[src/rtl/group_xor_reducer.sv]
// group_xor_reducer
//   Splits each WIDTH-bit input beat into WIDTH/GROUP contiguous groups and
//   reduces every group to a single parity bit. In per-beat mode each
//   accepted beat produces one result. In frame mode the group parities are
//   XOR-accumulated across beats and emitted once, on the beat marked last.
//
// Ports
//   clk        rising-edge clock
//   reset      synchronous, active-high; clears state, accumulator and outputs
//   in_valid   source offers a beat
//   in_ready   block can take a beat this cycle (decoded from state only)
//   in_data    beat data, WIDTH bits
//   in_last    final beat of a frame (frame mode only)
//   mode       0 = result per beat, 1 = accumulate until in_last
//   out_valid  result is held on out_data/out_count
//   out_ready  consumer takes the result
//   out_data   reduced parities, WIDTH/GROUP bits, MSB from the MSB group
//   out_count  number of beats folded into out_data, saturating
module group_xor_reducer #(
  parameter int WIDTH = 4,
  parameter int GROUP = 2,
  parameter int CNTW  = 8
) (
  input  logic                     clk,
  input  logic                     reset,
  input  logic                     in_valid,
  output logic                     in_ready,
  input  logic [WIDTH-1:0]         in_data,
  input  logic                     in_last,
  input  logic                     mode,
  output logic                     out_valid,
  input  logic                     out_ready,
  output logic [WIDTH/GROUP-1:0]   out_data,
  output logic [CNTW-1:0]          out_count
);

  localparam int NG = WIDTH / GROUP;

  if ((GROUP < 1) || (WIDTH % GROUP != 0)) begin : g_bad_params
    $error("group_xor_reducer: WIDTH must be a non-zero multiple of GROUP");
  end

  typedef enum logic {ACC = 1'b0, OUT = 1'b1} state_t;

  // Parity of each GROUP-bit slice; group i lands on result bit i.
  function automatic logic [NG-1:0] reduce(input logic [WIDTH-1:0] d);
    logic [NG-1:0] r;
    r = '0;
    for (int i = 0; i < NG; i++) begin
      r[i] = ^d[i*GROUP +: GROUP];
    end
    return r;
  endfunction

  // Beat counter clamps at all-ones instead of wrapping.
  function automatic logic [CNTW-1:0] sat_inc(input logic [CNTW-1:0] c);
    if (c == {CNTW{1'b1}}) return c;
    return c + CNTW'(1);
  endfunction

  state_t          state, state_n;
  logic [NG-1:0]   acc;
  logic [CNTW-1:0] cnt;
  logic            fmode;

  logic            accept;
  logic            eff_mode;
  logic            finish;
  logic [NG-1:0]   nxt;
  logic [CNTW-1:0] cnt_n;

  // Beat decode: frame mode comes from the live input only on a frame's
  // first beat; later beats use the value latched then.
  always_comb begin
    accept   = in_valid && (state == ACC);
    eff_mode = (cnt == '0) ? mode : fmode;
    finish   = (eff_mode == 1'b0) || in_last;
    nxt      = acc ^ reduce(in_data);
    cnt_n    = sat_inc(cnt);
  end

  // State register
  always_ff @(posedge clk) begin
    if (reset) state <= ACC;
    else       state <= state_n;
  end

  // Next-state logic
  always_comb begin
    state_n = state;
    case (state)
      ACC: if (accept && finish) state_n = OUT;
      OUT: if (out_ready)        state_n = ACC;
      default:                   state_n = ACC;
    endcase
  end

  // Output decode: handshake flags depend on state alone.
  always_comb begin
    in_ready  = (state == ACC);
    out_valid = (state == OUT);
  end

  // Accumulator, counter and result registers
  always_ff @(posedge clk) begin
    if (reset) begin
      acc       <= '0;
      cnt       <= '0;
      fmode     <= 1'b0;
      out_data  <= '0;
      out_count <= '0;
    end else begin
      case (state)
        ACC: begin
          if (accept) begin
            if (cnt == '0) fmode <= mode;
            if (finish) begin
              out_data  <= nxt;
              out_count <= cnt_n;
            end else begin
              acc <= nxt;
              cnt <= cnt_n;
            end
          end
        end
        OUT: begin
          // Result registers hold until the consumer takes them.
          if (out_ready) begin
            acc <= '0;
            cnt <= '0;
          end
        end
        default: ;
      endcase
    end
  end

endmodule

[config.mk]
export PLATFORM = sky130hd
export DESIGN_NAME = group_xor_reducer
export DESIGN_NICKNAME = d
export VERILOG_FILES = /design/src/rtl/group_xor_reducer.sv
export SDC_FILE = /design/constraint.sdc
export NUM_CORES = 1
export LEC_CHECK = 0
export BUFFER_PORTS_ARGS = -buffer_cell sky130_fd_sc_hd__buf_2
export CORE_ASPECT_RATIO = 1.25
export CORE_UTILIZATION = 50
export DETAILED_ROUTE_END_ITERATION = 8
export PLACE_DENSITY = 0.7
export SLEW_MARGIN = 10
export SYNTH_ARGS = -nofsm -noshare
export SYNTH_HDL_FRONTEND = slang
export SYNTH_SLANG_ARGS = --single-unit
[constraint.sdc]
create_clock -name clk -period 2.6 [get_ports clk]
set_clock_uncertainty 0.2 [all_clocks]
set_input_delay 0.52 -clock clk [delete_from_list [all_inputs] [get_ports clk]]
set_output_delay 0.52 -clock clk [all_outputs]
set_load 0.03 [all_outputs]
# Word level (Yosys, flattened, before mapping)
# Cells that the tools add are included.
[op_classes]
eq_ne = 4
reduce_logical = 9
bitwise_logic = 3
n_addsub = 1
n_mux = 15
[op_table]
columns = ["op", "count"]
rows = [
  ["$mux 8", 5],
  ["$pmux 8 s2", 1],
  ["$add 8x1->8 const B", 1],
  ["$eq 8x8->1 const B", 1],
  ["$logic_not 8->1", 1],
  ["$mux 2", 3],
  ["$reduce_and 3->1", 2],
  ["$mux 1", 4],
  ["$ne 2x2->1 const B", 2],
  ["$pmux 2 s2", 1],
  ["$reduce_xor 2->1", 2],
  ["$logic_and 1x1->1", 2],
  ["$ne 2x1->1 const B", 1],
  ["$not 1->1", 2],
  ["$pmux 1 s2", 1],
  ["$reduce_and 2->1", 1],
  ["$xor 2x2->2", 1],
  ["$logic_or 1x1->1", 1],
]
[word_totals]
out_inout_bits = 12
ff_bits = 22
input_bits = 10
wordCells = 38

# Logic depth before layout (Yosys ltp)
# Gate-level depths: netlist (run 1).
[logic_depth]
depth_word = 7
depth_mapped = 8
ltp_nobuf = 7

# Least setup slack after synthesis (run 1)
# Ideal clock, no wire load.
[synth_timing]
path_kind = "register to register"
start = "reg cnt[1]"
end = "reg acc[0]"
path_stages_with_launch = 9
path_buffers = 1
t_required_ps = 2305
slack_ps = 466
setup_ps = 95
period_less_slack_ps = 2134
arrival_time_ps = 1838
path_cell_list = "dfxtp_1 -> inv_1 -> ha_1 -> nor4b_4 -> nand4_1 -> nor2b_1 -> buf_6 -> or4_1 -> o311ai_1"
[synth_between]
elab_chain_cells = 6
[synth_rtl]
columns = ["item", "line", "rtl"]
rows = [
  ["start: declaration", "63", "logic [CNTW-1:0] cnt;"],
  ["start signal: assignment", "122", "cnt <= cnt_n;"],
  ["$logic_not 8->1", "76", "eff_mode = (cnt == '0) ? mode : fmode;"],
  ["$mux 1", "-", ""],
  ["$not 1->1", "77", "finish = (eff_mode == 1'b0) || in_last;"],
  ["$logic_or 1x1->1", "77", ""],
  ["$ne 2x2->1 (no line)", "-", ""],
  ["$reduce_and 3->1 (no line)", "-", ""],
  ["end signal: assignment", "121", "acc <= nxt;"],
  ["end: declaration", "62", "logic [NG-1:0] acc;"],
]
# No other way between the ends.
# A chain may end at the register's enable or synchronous reset.

# Worst setup path after layout (run 1)
[layout_timing]
start = "reg cnt[1]"
end = "reg acc[1]"
# The elaborated chain is that of the path after synthesis.

==> results of run 1 <==
==> worst min path at each step <==
| stage | end | slack, ns | depth (start not counted) |
|---|---|---|---|
| final | fmode$_SDFFE_PP0P_ | 0.25 | 3 |
| after global routing | fmode$_SDFFE_PP0P_ | 0.28 | 3 |
| after CTS | fmode$_SDFFE_PP0P_ | 0.25 | 3 |
| after detailed placement | out_count[2]$_SDFFE_PP0P_ | 0.26 | 2 |
| after global placement | out_count[2]$_SDFFE_PP0P_ | 0.25 | 2 |
| after floorplan | fmode$_SDFFE_PP0P_ | 0.25 | 2 |
==> routing by layer <==
| layer | wire length (um) | share of wire | up-vias | track usage |
|---|---|---|---|---|
| li1 | - | - | 534 | - |
| met1 | 1080 | 0.46 | 483 | 0.240 |
| met2 | 1160 | 0.49 | 22 | 0.339 |
| met3 | 46 | 0.020 | 9 | 0.0312 |
| met4 | 74 | 0.031 | 0 | 0.110 |
| met5 | 0 | 0 | - | 0 |
==> state kept, by name, summed over array words and instances, names as in the netlist <==
| register | flops |
|---|---|
| cnt | 8 |
| out_count | 8 |
| acc | 2 |
| out_data | 2 |
| fmode | 1 |
| out_valid | 1 |
==> layout by cell type (no fill, tap or decap), types with 2 or more instances in the layout <==
cell type,count
a21oi_1,11
a311oi_1,4
buf_2,21
clkbuf_4,3
dfxtp_1,22
ha_1,2
inv_1,7
mux2i_1,7
nand2_1,8
nand2b_1,2
nand3_1,8
nand4_1,2
nand4b_1,3
nor2_1,16
nor3_1,3
o21ai_0,2
o311ai_1,2
or2b_2,3
or4_1,2
xnor2_1,6
==> final cells by class <==
cell class	instances	area (um2)	share of cell area
repair buffers	22	113	0.0834
clock buffers	3	22.5	0.0167
multi-input cells	102	709	0.525
well taps	31	38.8	0.0287
flip-flops and latches	22	440	0.326
inverters	7	26.3	0.0195
==> worst register-to-register path, stage by stage (launching register included) <==
cell,delay (ns)
dfxtp_1,0.34
inv_1,0.14
ha_1,0.19
nor4b_4,0.37
nand4_1,0.17
nor2b_2,0.24
or4_1,0.49
o311ai_1,0.10
==> power breakdown <==
part | total, mW | switching [mW] | leakage [nW] | internal (mW)
sequential | 0.359 | 0.00852 | 0.179 | 0.350
combinational | 0.117 | 0.0704 | 0.321 | 0.0467
clock | 0.155 | 0.101 | 0.0138 | 0.0543
total | 0.631 | 0.180 | 0.514 | 0.451
==> metrics by stage <==
| step | cell area (um2) | std cells |
|---|---|---|
| floorplan | 1260 | 141 |
| global placement | 1330 | 184 |
| detailed placement | 1330 | 184 |
| CTS | 1350 | 187 |
| global route | 1350 | 187 |
| finish | 1350 | 187 |
==> cell families (layout without fill, tap and decap cells) <==
kind of cell	count (synthesis)	after routing	synth area share
and+or+nand+nor	58	58	0.268
AOI/OAI and AO/OA	27	27	0.161
DFF	22	22	0.351
buffers and inverters	17	32	0.0866
muxes	8	8	0.0647
xor gates and xnor gates	7	7	0.0488
adders and majority gates	2	2	0.0199
==> run summary, run 1 <==
Core area = 2280 um2
Clk sinks = 22
Critical Path RT = 2.63 ns
Clock Pin Slew Worst Setup and Hold Paths = 0.12 ns
# fillers = 220
Worst Tran Pin Value = 0.472 ns
Mapped Area = 1260 um2
Worst hold path startpoint = mode
CP delay by family, top = simple AND/OR/NAND/NOR gates
Critical path depth = 7
Resized cells post-CTS = 0
DRT Wirelength = 2360 um
Inserted Diodes = 0
Max Clock Freq = 432 MHz
GRT overflow = 0
Unique masters post-synth = 43
Setup-failing EPs final = 0
CTS Buf Count = 3
Crit path arrival time = 2.34 ns
Layout area overhead = 7.47%
I/O pin total = 22
Synth cell count leaders = 22 x dfxtp_1, 16 x nor2_1, 11 x a21oi_1, 8 x nand2_1, 8 x nand3_1
Vias in the first global route = 958
Syn_nets = 153
CP Launch Point = cnt[1]$_SDFFE_PP0P_
GRT Total Usage = 0.204
Leak Pwr = 0.514 nW
Drt via density = 5.60
Starting Density = 0.550
Synth top area share = 0.351
Most frequent cell after synthesis = dfxtp_1
Largest net degree at the start of global routing = 30
Avg Inst Size Synth = 8.91 um2
Seq cells post-synth = 22
Worst setup SP type = flip-flop
Area contributors post-synth = dfxtp_1 35%, mux2i_1 5.6%, nor2_1 4.8%
Port Buffers = 21
CTS tree = built
Setup crit end = acc[1]$_SDFFE_PP0P_
Final #Nets = 170
Critical path class = reg -> reg
Hold slack = 0.254 ns
Initial antenna violation count = 0
Period utilization = 0.889
Final hold vios = 0
Outcome = finished clean
Worst-skew pair later-pin latency = 0.31 ns
Share of cells above drive strength 1 = 0.231
CP cell instances = inv_1 -> ha_1 -> nor4b_4 -> nand4_1 -> nor2b_2 -> or4_1 -> o311ai_1
Root cell of the clock tree = clkbuf_4
Max incr delay on CP = 0.49 ns
Critical R2R Launch = cnt[1]$_SDFFE_PP0P_
Fin. max-slew vios = 0
Post-route ant nets = 0
Total design power = 0.631 mW
Pwr Density = 468 nW/um2
DR vias = 1,048
Initial drt markers = 26
Hold Buf Count CTS = 0
Yosys warns = 0
DP Worst Slack = 0.160 ns
DRC Markers = 0
RSZ-0062 raised after global routing = false
Reg2Reg Setup Slack = 0.29 ns
Worst reg2reg path depth = 7
TNS Setup = 0 ns
Post-synth ARST share = 0
Dominant cell type by area after synthesis = dfxtp_1
Syn Inst Count = 141
Worst Slack Setup Final = 0.288 ns
Buf/Inv on CP = 1
Peak VDD IR = 285 uV
Drt first pass iters = 4
Gpl congestion = 0.884
Worst Path Max Fanout = 8
Die area = 2720 um2
Post-synthesis sequential area ratio = 0.351
Worst R2R End = acc[1]$_SDFFE_PP0P_
H-Tree Depth = 1
Post-DR wirelength/cell = 12.6 um
DP Wirelength = 1690 um
Die height = 58.0 um
Max-cap viol count = 0
Clock tree buffer depth = 2
Min-delay worst type = in -> reg
Tmin final = 2.31 ns
Rows = 19
Most common flop cell mapped by yosys = dfxtp_1
Crit end category = flip-flop
Final Util = 0.592
Slew headroom = 0.685
DIE WIDTH = 46.8 um
EDFF count, synth = 0
Global-route wire length before repair = 4050 um
Postcts setup bufs = 0
CP max stage cell = or4_1
(Power assumes the default switching activity.)
==> run 2: changes to the inputs <==
==> constraint.sdc (replaced) <==
create_clock -name clk -period 2.8 [get_ports clk]
set_clock_uncertainty 0.2 [all_clocks]
set_input_delay 0.56 -clock clk [delete_from_list [all_inputs] [get_ports clk]]
set_output_delay 0.56 -clock clk [all_outputs]
set_load 0.03 [all_outputs]
==> run 2 against run 1 <==
- combinational power fell by 7%
- clock power increased by 14%
- setup slack improved by 0.072 ns
- critical endpoint is now cnt[5]$_SDFFE_PP0P_
- largest cell class unchanged
- highest routed layer unchanged
==> run summary, run 2 (synthesis gave the netlist of run 1 again) <==
Period utilization = 0.872 (-0.0177)
Inserted Diodes = 0 (unchanged)
DR vias = 1,027 (-2.0%)
Vias in the first global route = 902 (-5.8%)
Drt via density = 5.46 (-2.5%)
Core area = 2280 um2 (unchanged)
Final #Nets = 170 (unchanged)
Worst Path Max Fanout = 8 (unchanged)
Internal power = 0.448 mW (-0.75%)
DRT Wirelength = 2260 um (-4.2%)
Placed cell count = 184 (unchanged)
CTS Buf Count = 3 (unchanged)
Post-DR wirelength/cell = 12.0 um (-4.7%)
Die height = 58.0 um (unchanged)
DRC Markers = 0 (unchanged)
Worst Tran Pin Value = 0.488 ns (+0.0165 ns)
Clock power share = 0.286 (+0.040)
M2 GR Usage = 0.298 (-0.0417)
Root cell of the clock tree = clkbuf_4
TNS Setup = 0 ns (unchanged)
Crit end category = flip-flop
Worst reg2reg path depth = 7 (unchanged)
Peak VDD IR = 311 uV (+9.1%)
Worst setup SP type = flip-flop
Drt first pass iters = 4 (unchanged)
Die area = 2720 um2 (unchanged)
Max Clock Freq = 410 MHz (-5.3%)
DIE WIDTH = 46.8 um (unchanged)
P_sw = 0.170 mW (-5.6%)
Most frequent cells in the layout = 22 x dfxtp_1, 21 x buf_2, 16 x nor2_1
Postcts setup bufs = 0 (unchanged)
Final hold vios = 0 (unchanged)
Min-delay worst type = reg -> reg
Tmin final = 2.44 ns (+0.128 ns)
Fin. max-slew vios = 0 (unchanged)
Cell Count, Final, Fillers Out = 188 (+0.53%)
Clock tree buffer depth = 2 (unchanged)
Hold Buf Count CTS = 0 (unchanged)
Resized cells post-CTS = 0 (unchanged)
Outcome = finished clean
H-Tree Depth = 1 (unchanged)
Area of the multi-input gates = 707 um2 (-0.35%)
Port Buffers = 21 (unchanged)
GRT overflow = 0 (unchanged)
Finished Cell Area = 1360 um2 (+0.83%)
CP max stage cell = nor2b_1
Global-route wire length before repair = 3740 um (-7.7%)
Seq pwr share = 0.539 (-0.029)
Leak Pwr = 0.519 nW (+0.98%)
Crit path arrival time = 2.45 ns (+0.11 ns)
CTS tree = built
Sw frac = 0.275 (-0.0101)
Setup-failing EPs final = 0 (unchanged)
Layout area overhead = 8.37%
Initial drt markers = 17 (-35%)
Post-route ant nets = 0 (unchanged)
Most common library cell in the layout ignoring fill and taps = dfxtp_1
Post-DP Area = 1330 um2 (unchanged)
Critical path class = reg -> reg
CP cell instances = inv_1 -> ha_1 -> nor4b_4 -> a211oi_1 -> nor2b_1 -> nand2_1 -> o311ai_0
Largest registers = cnt: 8 flops, out_count: 8 flops
Cell count of the worst hold path = 2 (-1)
Largest net degree at the start of global routing = 30 (unchanged)
DP Wirelength = 1640 um (-3.0%)
Storage cell area = 440 um2 (unchanged)
Comb pwr share = 0.176 (-0.009)
Gpl congestion = 0.868 (-1.9%)
Met3 track demand over resource = 0.0436 (+0.0125)
I/O pin total = 22 (unchanged)
GRT Total Usage = 0.185 (-0.0186)
Clk sinks = 22 (unchanged)
Max-cap viol count = 0 (unchanged)
# fillers = 220 (unchanged)
Pwr Density = 454 nW/um2 (-2.9%)
Rows = 19 (unchanged)
RSZ-0062 raised after global routing = false
Clock Pin Slew Worst Setup and Hold Paths = 0.12 ns (about the same)
Worst-skew pair later-pin latency = 0.31 ns (about the same)
Global routing usage on met1 = 0.232 (-0.00826)
Slew headroom = 0.674 (-0.0117)
Total design power = 0.618 mW (-2.1%)
Starting Density = 0.550 (unchanged)
Max incr delay on CP = 0.43 ns (-0.06 ns)
Share of cells above drive strength 1 = 0.229 (-0.00147)
Initial antenna violation count = 0 (unchanged)
Global routing's busiest layer = met2
Critical Path RT = 2.81 ns (+0.18 ns)
run 2: cell types whose count changed in the layout (fill, tap and decap cells not counted):
cell,change
clkbuf_8,+1
nor2b_1,+1
nor2b_2,-1
run 2: power by group through the flow:
stage / clock network, mW / registers (mW) / logic (mW)
floorplan: 0 / 0.357 / 0.0695
global placement: 0 / 0.340 / 0.108
detailed placement: 0 / 0.340 / 0.109
CTS: 0.183 / 0.333 / 0.110
global route: 0.196 / 0.335 / 0.119
finish: 0.176 / 0.333 / 0.109
run 2: layout make-up:
| class | count | area share |
|---|---|---|
| Sequential cell | 22 | 0.324 |
| Timing Repair Buffer | 22 | 0.0827 |
| Inverter | 7 | 0.0193 |
| Multi-Input combinational cell | 102 | 0.519 |
| Clock buffer | 4 | 0.0267 |
| Tap cell | 31 | 0.0285 |
run 2: path summary, 6_finish.rpt:
path / start / to / slack [ns]
max: cnt[1]$_SDFFE_PP0P_ / cnt[5]$_SDFFE_PP0P_ / 0.36
min: out_count[2]$_SDFFE_PP0P_ / out_count[2]$_SDFFE_PP0P_ / 0.27
max reg2reg: cnt[1]$_SDFFE_PP0P_ / cnt[5]$_SDFFE_PP0P_ / 0.36
min reg2reg: out_count[2]$_SDFFE_PP0P_ / out_count[2]$_SDFFE_PP0P_ / 0.27
run 2: critical path: cells and delay by family (launching register included):
| kind | cells | cell delay [ns] |
|---|---|---|
| flops | 1 | 0.34 |
| buf+inv | 1 | 0.14 |
| simple gates | 3 | 1.03 |
| fa+ha+maj | 1 | 0.16 |
| compound gates | 2 | 0.47 |
run 2: metrics by stage:
step                       util  setup slack [ns]  hold WS [ns]
after detailed placement  0.581             0.392         0.259
after CTS                 0.596             0.362         0.280
after global placement    0.581             0.504         0.253
after floorplan               -             0.645         0.255
after global routing      0.596             0.125         0.310
final                     0.596             0.359         0.275
run 2: metal layers:
metal | up-vias | wire (um)
li1 | 535 | -
met1 | 463 | 1030
met2 | 25 | 1120
met5 | - | 0
met3 | 4 | 77
met4 | 0 | 29
